==> config.mk <==
export PLATFORM = sky130hd
export DESIGN_NAME = linebuf_bank_sched
export DESIGN_NICKNAME = d
export VERILOG_FILES = /design/src/rtl/linebuf_bank_sched_pkg.sv /design/src/rtl/linebuf_bank_sched_sat_counter.sv /design/src/rtl/linebuf_bank_sched.sv
export SDC_FILE = /design/constraint.sdc
export NUM_CORES = 1
export LEC_CHECK = 0
export BUFFER_PORTS_ARGS = -buffer_cell sky130_fd_sc_hd__buf_2
export CORE_UTILIZATION = 54
export DETAILED_ROUTE_END_ITERATION = 16
export GPL_TIMING_DRIVEN = 0
export PLACE_DENSITY = 0.84
export SLEW_MARGIN = 25
export SYNTH_ARGS = -nofsm -noshare
export SYNTH_HDL_FRONTEND = slang
export SYNTH_SLANG_ARGS = --single-unit
==> constraint.sdc <==
create_clock -name clk -period 6.8 [get_ports clk]
set_input_delay 1.36 -clock clk [delete_from_list [all_inputs] [get_ports clk]]
set_output_delay 1.36 -clock clk [all_outputs]
set_load 0.02 [all_outputs]
==> src/rtl/linebuf_bank_sched_pkg.sv <==
// Shared constants and helpers for the scanline bank scheduler and line buffer RAM addressing.
package linebuf_pkg;

    localparam logic [0:0] SCHED_PRIME = 1'b0;
    localparam logic [0:0] SCHED_RUN   = 1'b1;

    localparam int NBANKS_DEF      = 4;
    localparam int PRIME_LINES_DEF = 2;

    // Bank index width; a single bank still needs a 1-bit index.
    function automatic int bank_w(input int n);
        return (n > 1) ? $clog2(n) : 1;
    endfunction

endpackage

==> src/rtl/linebuf_bank_sched_sat_counter.sv <==
// Saturating event counter with synchronous clear.
module sat_counter #(
    parameter int W = 8
) (
    input  logic         clk,
    input  logic         reset,
    input  logic         inc,
    input  logic         clear,
    output logic [W-1:0] cnt
);

    always_ff @(posedge clk or posedge reset) begin
        if (reset)                   cnt <= '0;
        else if (clear)              cnt <= '0;
        else if (inc && cnt != '1)   cnt <= cnt + 1'b1;
    end

endmodule

==> src/rtl/linebuf_bank_sched.sv <==
// Writer/reader bank scheduler for the multi-bank scanline buffer.
// Optional diagnostic counters enabled by defining LINEBUF_SCHED_STATS_EN.
module linebuf_bank_sched
    import linebuf_pkg::*;
#(
    parameter int NBANKS      = NBANKS_DEF,
    parameter int PRIME_LINES = PRIME_LINES_DEF,
    parameter int CNT_W       = 8,
    localparam int BANK_W     = bank_w(NBANKS)
) (
    input  logic              clk,
    input  logic              reset,
    input  logic              src_line_start,
    input  logic              src_line_end,
    input  logic              dst_vs,
    input  logic              dst_line_start,
    output logic [BANK_W-1:0] wr_bank,
    output logic              wr_gate,
    output logic [BANK_W-1:0] rd_bank,
    output logic              rd_valid,
    output logic              dup,
    output logic [BANK_W:0]   fill,
    output logic [CNT_W-1:0]  overrun_cnt,
    output logic [CNT_W-1:0]  underrun_cnt
);

    localparam int FILL_W = BANK_W + 1;
    localparam logic [FILL_W-1:0] FILL_MAX  = FILL_W'(NBANKS - 1);
    localparam logic [FILL_W-1:0] FILL_PRIM = FILL_W'(PRIME_LINES);

    logic [0:0]        state, state_n;
    logic              writing, writing_n;
    logic [BANK_W-1:0] wr_bank_n, rd_bank_n;
    logic [FILL_W-1:0] fill_n;
    logic              wr_gate_n, rd_valid_n, dup_n;
`ifdef LINEBUF_SCHED_STATS_EN
    logic              ovr_inc, und_inc;
`endif

    // Events are applied in a fixed order; each stage sees the fill left by the previous one.
    always_comb begin
        state_n    = state;
        writing_n  = writing;
        wr_bank_n  = wr_bank;
        rd_bank_n  = rd_bank;
        fill_n     = fill;
        wr_gate_n  = wr_gate;
        rd_valid_n = rd_valid;
        dup_n      = dup;
`ifdef LINEBUF_SCHED_STATS_EN
        ovr_inc    = 1'b0;
        und_inc    = 1'b0;
`endif

        if (src_line_end && writing) begin
            fill_n    = fill_n + 1'b1;
            wr_bank_n = wr_bank_n + 1'b1;
            writing_n = 1'b0;
            wr_gate_n = 1'b0;
        end

        if (dst_line_start) begin
            if (state_n == SCHED_PRIME) begin
                if (fill_n >= FILL_PRIM) begin
                    rd_bank_n  = rd_bank_n + 1'b1;
                    fill_n     = fill_n - 1'b1;
                    rd_valid_n = 1'b1;
                    state_n    = SCHED_RUN;
                end
            end else if (fill_n != '0) begin
                rd_bank_n = rd_bank_n + 1'b1;
                fill_n    = fill_n - 1'b1;
                dup_n     = 1'b0;
            end else begin
                dup_n = 1'b1;
`ifdef LINEBUF_SCHED_STATS_EN
                und_inc = 1'b1;
`endif
            end
        end

        // Frame realignment skips stale lines so latency returns to the priming depth.
        if (dst_vs && state_n == SCHED_RUN && fill_n > FILL_PRIM) begin
            rd_bank_n = rd_bank_n + BANK_W'(fill_n - FILL_PRIM);
            fill_n    = FILL_PRIM;
        end

        if (src_line_start) begin
            if (fill_n == FILL_MAX) begin
                wr_gate_n = 1'b0;
                writing_n = 1'b0;
`ifdef LINEBUF_SCHED_STATS_EN
                ovr_inc = 1'b1;
`endif
            end else begin
                wr_gate_n = 1'b1;
                writing_n = 1'b1;
            end
        end
    end

    always_ff @(posedge clk or posedge reset) begin
        if (reset) begin
            state    <= SCHED_PRIME;
            writing  <= 1'b0;
            wr_bank  <= BANK_W'(1);
            rd_bank  <= '0;
            fill     <= '0;
            wr_gate  <= 1'b0;
            rd_valid <= 1'b0;
            dup      <= 1'b0;
        end else begin
            state    <= state_n;
            writing  <= writing_n;
            wr_bank  <= wr_bank_n;
            rd_bank  <= rd_bank_n;
            fill     <= fill_n;
            wr_gate  <= wr_gate_n;
            rd_valid <= rd_valid_n;
            dup      <= dup_n;
        end
    end

`ifdef LINEBUF_SCHED_STATS_EN
    sat_counter #(.W(CNT_W)) u_ovr_cnt (
        .clk   (clk),
        .reset (reset),
        .inc   (ovr_inc),
        .clear (1'b0),
        .cnt   (overrun_cnt)
    );

    sat_counter #(.W(CNT_W)) u_und_cnt (
        .clk   (clk),
        .reset (reset),
        .inc   (und_inc),
        .clear (1'b0),
        .cnt   (underrun_cnt)
    );
`else
    assign overrun_cnt  = '0;
    assign underrun_cnt = '0;
`endif

endmodule

==> run_results.csv, run 1 <==
group,metric,value,unit
sta,slew_violations,0,
clocking,clock_path_buffers,2,
grt,overflow,0,
drt,dr.first_iter.drc_count,34,
worst_setup_path,critical_path_class,"input port to flip-flop",
power_and_ir_drop,powerDensity,479,nW/um^2
layout,fillers,145,
clocking,cts_max_level,1,
worst_setup_path,endpoint_kind,"flip-flop",
drt,num_vias,860,
worst_setup_path,path_delay_family,"compound AO/OA/AOI/OAI gates",
hold_path,hold_path_class,"flip-flop to flip-flop",
synth,synth-seq-area-share,28.0,%
placement,numPortBuffers,14,
sta,worstMarginPinSlew,570,ps
sta,fmax,276,MHz
synth,synth-seq-cells,11,
worst_setup_path,cp.required,6950,ps
grt,grt_max_degree,12,
synth,yosysTopAreaCell,"dfrtp_1",
sta,relSlewSlack,61.8,%
sta,hold_violations,0,
layout,final_nets,149,
floorplan,die_width,44.7,um
synth,yosys_warnings,0,
worst_setup_path,crit_fanout,10,
drt,drcViolationCount,0,
synth,syn_inst,106,
drt,wirelength,2060,um
synth,synthTopCellsByCount,"buf_4, dfrtp_1, xnor2_1, a21oi_1, nor2_1",
clocking,cts_tree,"done",
worst_setup_path,reg2reg_from,"fill[1]$_DFF_PP0_",
clocking,ctsResizeCount,0,
clocking,cts-root-buf,"clkbuf_4",
run,drv_cap,0,
synth,synth.most_common_cell,"buf_4",
synth,synth_top_family_by_area,"compound AO/OA/AOI/OAI gates",
power_and_ir_drop,leakage,0.557,nW
sta,rsz0062_at_grt,"false",
grt,antenna_found_initial,0,
synth,yosysUniqueCellTypes,45,
sta,fin_skew,5.42,ps
clocking,cts_buffers,3,
synth,synth_fa_ha_area_share,3.81,%
floorplan,die_h,44.7,um
sta,setup_viol,0,
synth,async_flop_share,100,%
floorplan,io_pins,32,
drt,drt-wirelength-per-cell,12.5,um
synth,synth-xor-area-share,6.22,%
synth,synth_edf_count,0,
synth,yosys.area_share.simple,17.5,%
floorplan,core-area,1730,um^2
worst_setup_path,cpPeakStageDelay,310,ps
clocking,clock_latency,260,ps
clocking,ctsHoldBuffers,0,
worst_setup_path,r2r_cells,13,
sta,hold_slack,462,ps
synth,synth_compound_area_share,22.0,%
grt,grt_pass1_vias,777,
grt,grt.total_usage,23.2,%
synth,synth.top_cells.by_area,"dfrtp_1, buf_4, xnor2_1",
synth,synth_top_area_share,25.4,%
clocking,path_clk_slew,70,ps
run_status,status,"finished clean",
worst_setup_path,crit_start,"src_line_end",
grt,grt_pass1_wl,3390,um
layout,diodes,0,
placement,gp_congestion,0.769,
worst_setup_path,crit_path_end,"rd_bank[1]$_DFF_PP0_",
worst_setup_path,r2r_end,"rd_bank[1]$_DFF_PP0_",
worst_setup_path,worst-path-stages,13,
worst_setup_path,slowest_stage,"o211ai_1",
clocking,cts_setup_buffers,0,
floorplan,placementRows,15,
worst_setup_path,crit_buf_inv,2,
synth,syn_avg_cell_area,9.30,um^2
layout,area_delta_synth_final,18.7,%
worst_setup_path,start_kind,"input port",
synth,synth_flop_cell,"dfrtp_1",
drt,postRouteAntennaNets,0,
synth,syn_area,986,um^2
clocking,cts.sinks,11,
sta,setup_tns,0,ps
drt,first_pass_iters,5,
placement,dp_hpwl,1650,um
sta,min_period,3620,ps
floorplan,dieArea,2000,um^2
layout,layout-drive-gt1-share,35.3,%
power_and_ir_drop,vdd_drop_max,0.000231,V
synth,muxShareOfSynthArea,6.09,%
drt,vias_per_cell,5.24,
worst_setup_path,reg2reg_slack,3780,ps
worst_setup_path,crit_chain,"buf_6, a21boi_0, nor2_1, ha_1, and2_2, mux2_4, o211ai_1, nand2_1, inv_1, ha_1, o211ai_1, a2bb2oi_1, xnor2_1",
worst_setup_path,critPathArrivalTime,3770,ps
sta,fin_crit_sh,53.2,%
floorplan,start_util,57.1,%
flip-flops by register name, summed over array words and instances (netlist names):
| register | flops |
|---|---|
| wr_bank | 2 |
| dup | 1 |
| state | 1 |
| writing | 1 |
| fill | 3 |
| rd_valid | 1 |
| rd_bank | 2 |
cell type report:
type / instances / area (um^2) / share of cell area [%]
flip-flops and latches: 11 / 277 / 23.6
repair buffers: 14 / 70.1 / 5.99
inverters: 4 / 15.0 / 1.28
clock buffers: 4 / 26.3 / 2.25
well taps: 25 / 31.3 / 2.67
multi-input cells: 88 / 608 / 52.0
plain buffers: 18 / 143 / 12.2
layout by cell type, fill, tap and decap left out, types with 3 or more instances in the layout:
cell type / n
clkbuf_4: 3
a21oi_1: 6
nor2_1: 6
nand2_1: 5
buf_4: 16
and2_1: 3
ha_1: 3
dfrtp_1: 10
buf_2: 14
conb_1: 16
inv_1: 4
o211ai_1: 3
xnor2_1: 7
worst register-to-register path, delay by kind of cell (launching register included):
| kind | cells | cell delay, ps |
|---|---|---|
| buffers and inverters | 1 | 90 |
| XOR/XNOR | 1 | 140 |
| flip-flops | 1 | 430 |
| multiplexers | 1 | 270 |
| AND/OR/NAND/NOR | 4 | 690 |
| AO/OA/AOI/OAI | 3 | 560 |
| adder cells (fa/ha/maj) | 3 | 710 |
per-layer routing:
layer	track usage (%)	vias up	part of all wire (%)
met2	39.7	38	52
met4	12.7	0	1.3
met5	0	-	0
met3	2.40	4	4.7
met1	28.6	408	42
li1	-	410	-
report_power, final:
| group | internal (mW) | total (mW) | switching (mW) |
|---|---|---|---|
| sequential | 0.0980 | 0.124 | 0.0259 |
| clock | 0.0226 | 0.0428 | 0.0202 |
| combinational | 0.169 | 0.394 | 0.224 |
| total | 0.290 | 0.560 | 0.271 |
kinds of logic (layout without fill, tap and decap cells):
group,count (synthesis),after routing
AOI/OAI and AO/OA,29,29
and+or+nand+nor,29,29
buffers and inverters,22,40
DFF,11,11
xor gates and xnor gates,7,7
muxes,4,4
adders and majority gates,3,3
other,1,16
worst min path at each step:
stage,from,endpoint,slack (ps),cells past startpoint
finish,rd_valid$_DFFE_PP0P_,rd_valid$_DFFE_PP0P_,460,1
global route,rd_valid$_DFFE_PP0P_,rd_valid$_DFFE_PP0P_,480,1
CTS,rd_valid$_DFFE_PP0P_,rd_valid$_DFFE_PP0P_,470,1
detailed placement,rd_valid$_DFFE_PP0P_,rd_valid$_DFFE_PP0P_,450,1
global placement,rd_valid$_DFFE_PP0P_,rd_valid$_DFFE_PP0P_,450,1
floorplan,wr_bank[0]$_DFFE_PP1P_,wr_bank[0]$_DFFE_PP1P_,530,1
through the flow:
stage	cells	cell area (um^2)	worst slack [ps]	total power [mW]	util, %
6_report	164	1170	3180	0.560	67.8
5_1_grt	164	1170	3090	0.605	67.8
4_1_cts	164	1170	3240	0.556	67.8
3_5_place_dp	160	1140	2960	0.510	66.2
3_3_place_gp	160	1140	3050	0.493	66.2
2_1_floorplan	121	1040	3260	0.428	-
No activity file was read; power rests on OpenSTA's default activity.
==> run 2: changes to the inputs <==
--- a/config.mk
+++ b/config.mk
@@ -6,10 +6,10 @@
 export NUM_CORES = 1
 export LEC_CHECK = 0
 export BUFFER_PORTS_ARGS = -buffer_cell sky130_fd_sc_hd__buf_2
-export CORE_UTILIZATION = 54
+export CORE_UTILIZATION = 45
 export DETAILED_ROUTE_END_ITERATION = 16
 export GPL_TIMING_DRIVEN = 0
-export PLACE_DENSITY = 0.84
+export PLACE_DENSITY = 0.75
 export SLEW_MARGIN = 25
 export SYNTH_ARGS = -nofsm -noshare
 export SYNTH_HDL_FRONTEND = slang
==> constraint.sdc (replaced) <==
create_clock -name clk -period 3.1 [get_ports clk]
set_input_delay 0.62 -clock clk [delete_from_list [all_inputs] [get_ports clk]]
set_output_delay 0.62 -clock clk [all_outputs]
set_load 0.02 [all_outputs]
==> run_results.csv, run 2 (synthesized netlist as in run 1, its figures left out) <==
group,metric,value,unit
run_status,status,"finished clean",
drt,wirelength,1980,um
floorplan,die_h,48.8,um
drt,dr.first_iter.drc_count,12,
clocking,cts_tree,"done",
layout,most-common-layout-cells,"buf_4, conb_1, buf_2",
drt,first_pass_iters,4,
floorplan,die_width,48.8,um
drt,dr.max_layer_used,"met4",
drt,num_vias,828,
floorplan,core-area,2000,um^2
layout,fin_area,1180,um^2
layout,multi_input_area,611,um^2
layout,final-seq-area,277,um^2
grt,grt.total_usage,17.7,%
sta,setup_tns,0,ps
clocking,clock_path_buffers,2,
sta,fin_skew,0.872,ps
placement,dp_hpwl,1550,um
floorplan,start_util,49.3,%
worst_setup_path,cp.required,3250,ps
worst_setup_path,crit_start,"fill[1]$_DFF_PP0_",
grt,antenna_found_initial,0,
grt,grt_max_degree,12,
floorplan,placementRows,16,
power_and_ir_drop,leakage,0.563,nW
layout,regMostFlops,"fill",
layout,area_delta_synth_final,19.9,%
drt,route.met2.wl,991,um
clocking,path_clk_slew,70,ps
layout,largest_reg_flops,3,
placement,place_area,1150,um^2
layout,layout-drive-gt1-share,36.4,%
sta,min_period,2890,ps
clocking,cts_max_level,1,
grt,grt_pass1_vias,747,
sta,fin_crit_sh,93.4,%
floorplan,dieArea,2380,um^2
clocking,cts.sinks,11,
clocking,cts_buffers,3,
layout,layout_commonest_cell,"buf_4",
floorplan,io_pins,32,
layout,final_nets,150,
grt,grt_pass1_wl,3240,um
layout,fillers,193,
power_and_ir_drop,powerDensity,1040,nW/um^2
placement,numPortBuffers,14,
worst_setup_path,endpoint_kind,"flip-flop",
drt,met1Wirelength,858,um
worst_setup_path,reg2reg_from,"fill[1]$_DFF_PP0_",
sta,setup_viol,0,
layout,diodes,0,
drt,drt-wirelength-per-cell,11.9,um
drt,drcViolationCount,0,
drt,postRouteAntennaNets,0,
layout,top_regs,"fill x3, rd_bank x2, wr_bank x2",
run,drv_cap,0,
power_and_ir_drop,vdd_drop_max,0.000521,V
worst_setup_path,start_kind,"flip-flop",
sta,slew_violations,0,
sta,fmax,346,MHz
clocking,cts-root-buf,"clkbuf_4",
sta,hold_violations,0,
worst_setup_path,crit_fanout,5,
placement,gp_congestion,0.822,
grt,overflow,0,
clocking,clock_latency,260,ps
worst_setup_path,critical_path_class,"flip-flop to flip-flop",
worst_setup_path,critPathArrivalTime,3050,ps
drt,vias_per_cell,4.96,
sta,rsz0062_at_grt,"false",
hold_path,hold_path_class,"input port to async pin",
drt,wl_met3,81,um
-- run 2: path summary, 6_finish.rpt --
| path | cells after the start | to | slack (ps) |
|---|---|---|---|
| worst max-delay path | 13 | rd_bank[1]$_DFF_PP0_ | 210 |
| min in group clk | 1 | wr_bank[1]$_DFFE_PP0P_ | 470 |
| worst min register to register | 1 | wr_bank[1]$_DFFE_PP0P_ | 470 |
| worst min-delay path | 2 | dup$_DFFE_PP0P_ | 340 |
| max in group asynchronous | 2 | wr_bank[0]$_DFFE_PP1P_ | 2440 |
| worst max register to register | 13 | rd_bank[1]$_DFF_PP0_ | 210 |
-- run 2: where the power goes --
part	internal, mW	switching (mW)	total, mW	leakage (nW)
sequential	0.215	0.0545	0.269	0.127
combinational	0.382	0.485	0.867	0.421
clock	0.0497	0.0491	0.0989	0.0150
-- run 2: worst max-delay path, stage by stage (launching register included) --
cell and delay (ps):
dfrtp_1 420, ha_1 300, and3_1 210, nor2_2 80, ha_1 220, and2_2 220
mux2_4 270, o211ai_1 250, nand2_1 160, inv_1 90, ha_1 170, o211ai_1 100
a2bb2oi_1 160, xnor2_1 140
-- run 2: cell type report --
type / instances / area share (%)
timing repair buffer: 15 / 6.56
tap: 27 / 2.86
buffer: 18 / 12.1
sequential: 11 / 23.4
clock buffer: 4 / 2.22
multi-input combinational: 88 / 51.6
inverter: 4 / 1.27
-- run 2: through the flow --
stage | hold slack (ps) | std cells | util [%] | power (mW) | setup WS, ps
finish | 335 | 167 | 59.1 | 1.24 | 206
global placement | 445 | 162 | 57.3 | 1.08 | 71.2
global route | 372 | 167 | 59.1 | 1.34 | 27.1
CTS | 349 | 166 | 58.6 | 1.21 | 111
floorplan | 472 | 121 | - | 0.939 | 296
detailed placement | 461 | 162 | 57.3 | 1.11 | -55.7
-- run 2: routing by layer --
metal	up-vias	global-route usage (%)
met4	0	10.3
met3	6	2.18
met5	-	0
li1	413	-
met2	28	28.9
met1	381	22.2
-- run 2: repair_timing --
action / 4_1_cts / 5_1_grt
setup buffers: 0 / 1
endpoints found under the setup margin: 0 / 2
gates resized for setup: 0 / 2
hold buffers: 0 / 0
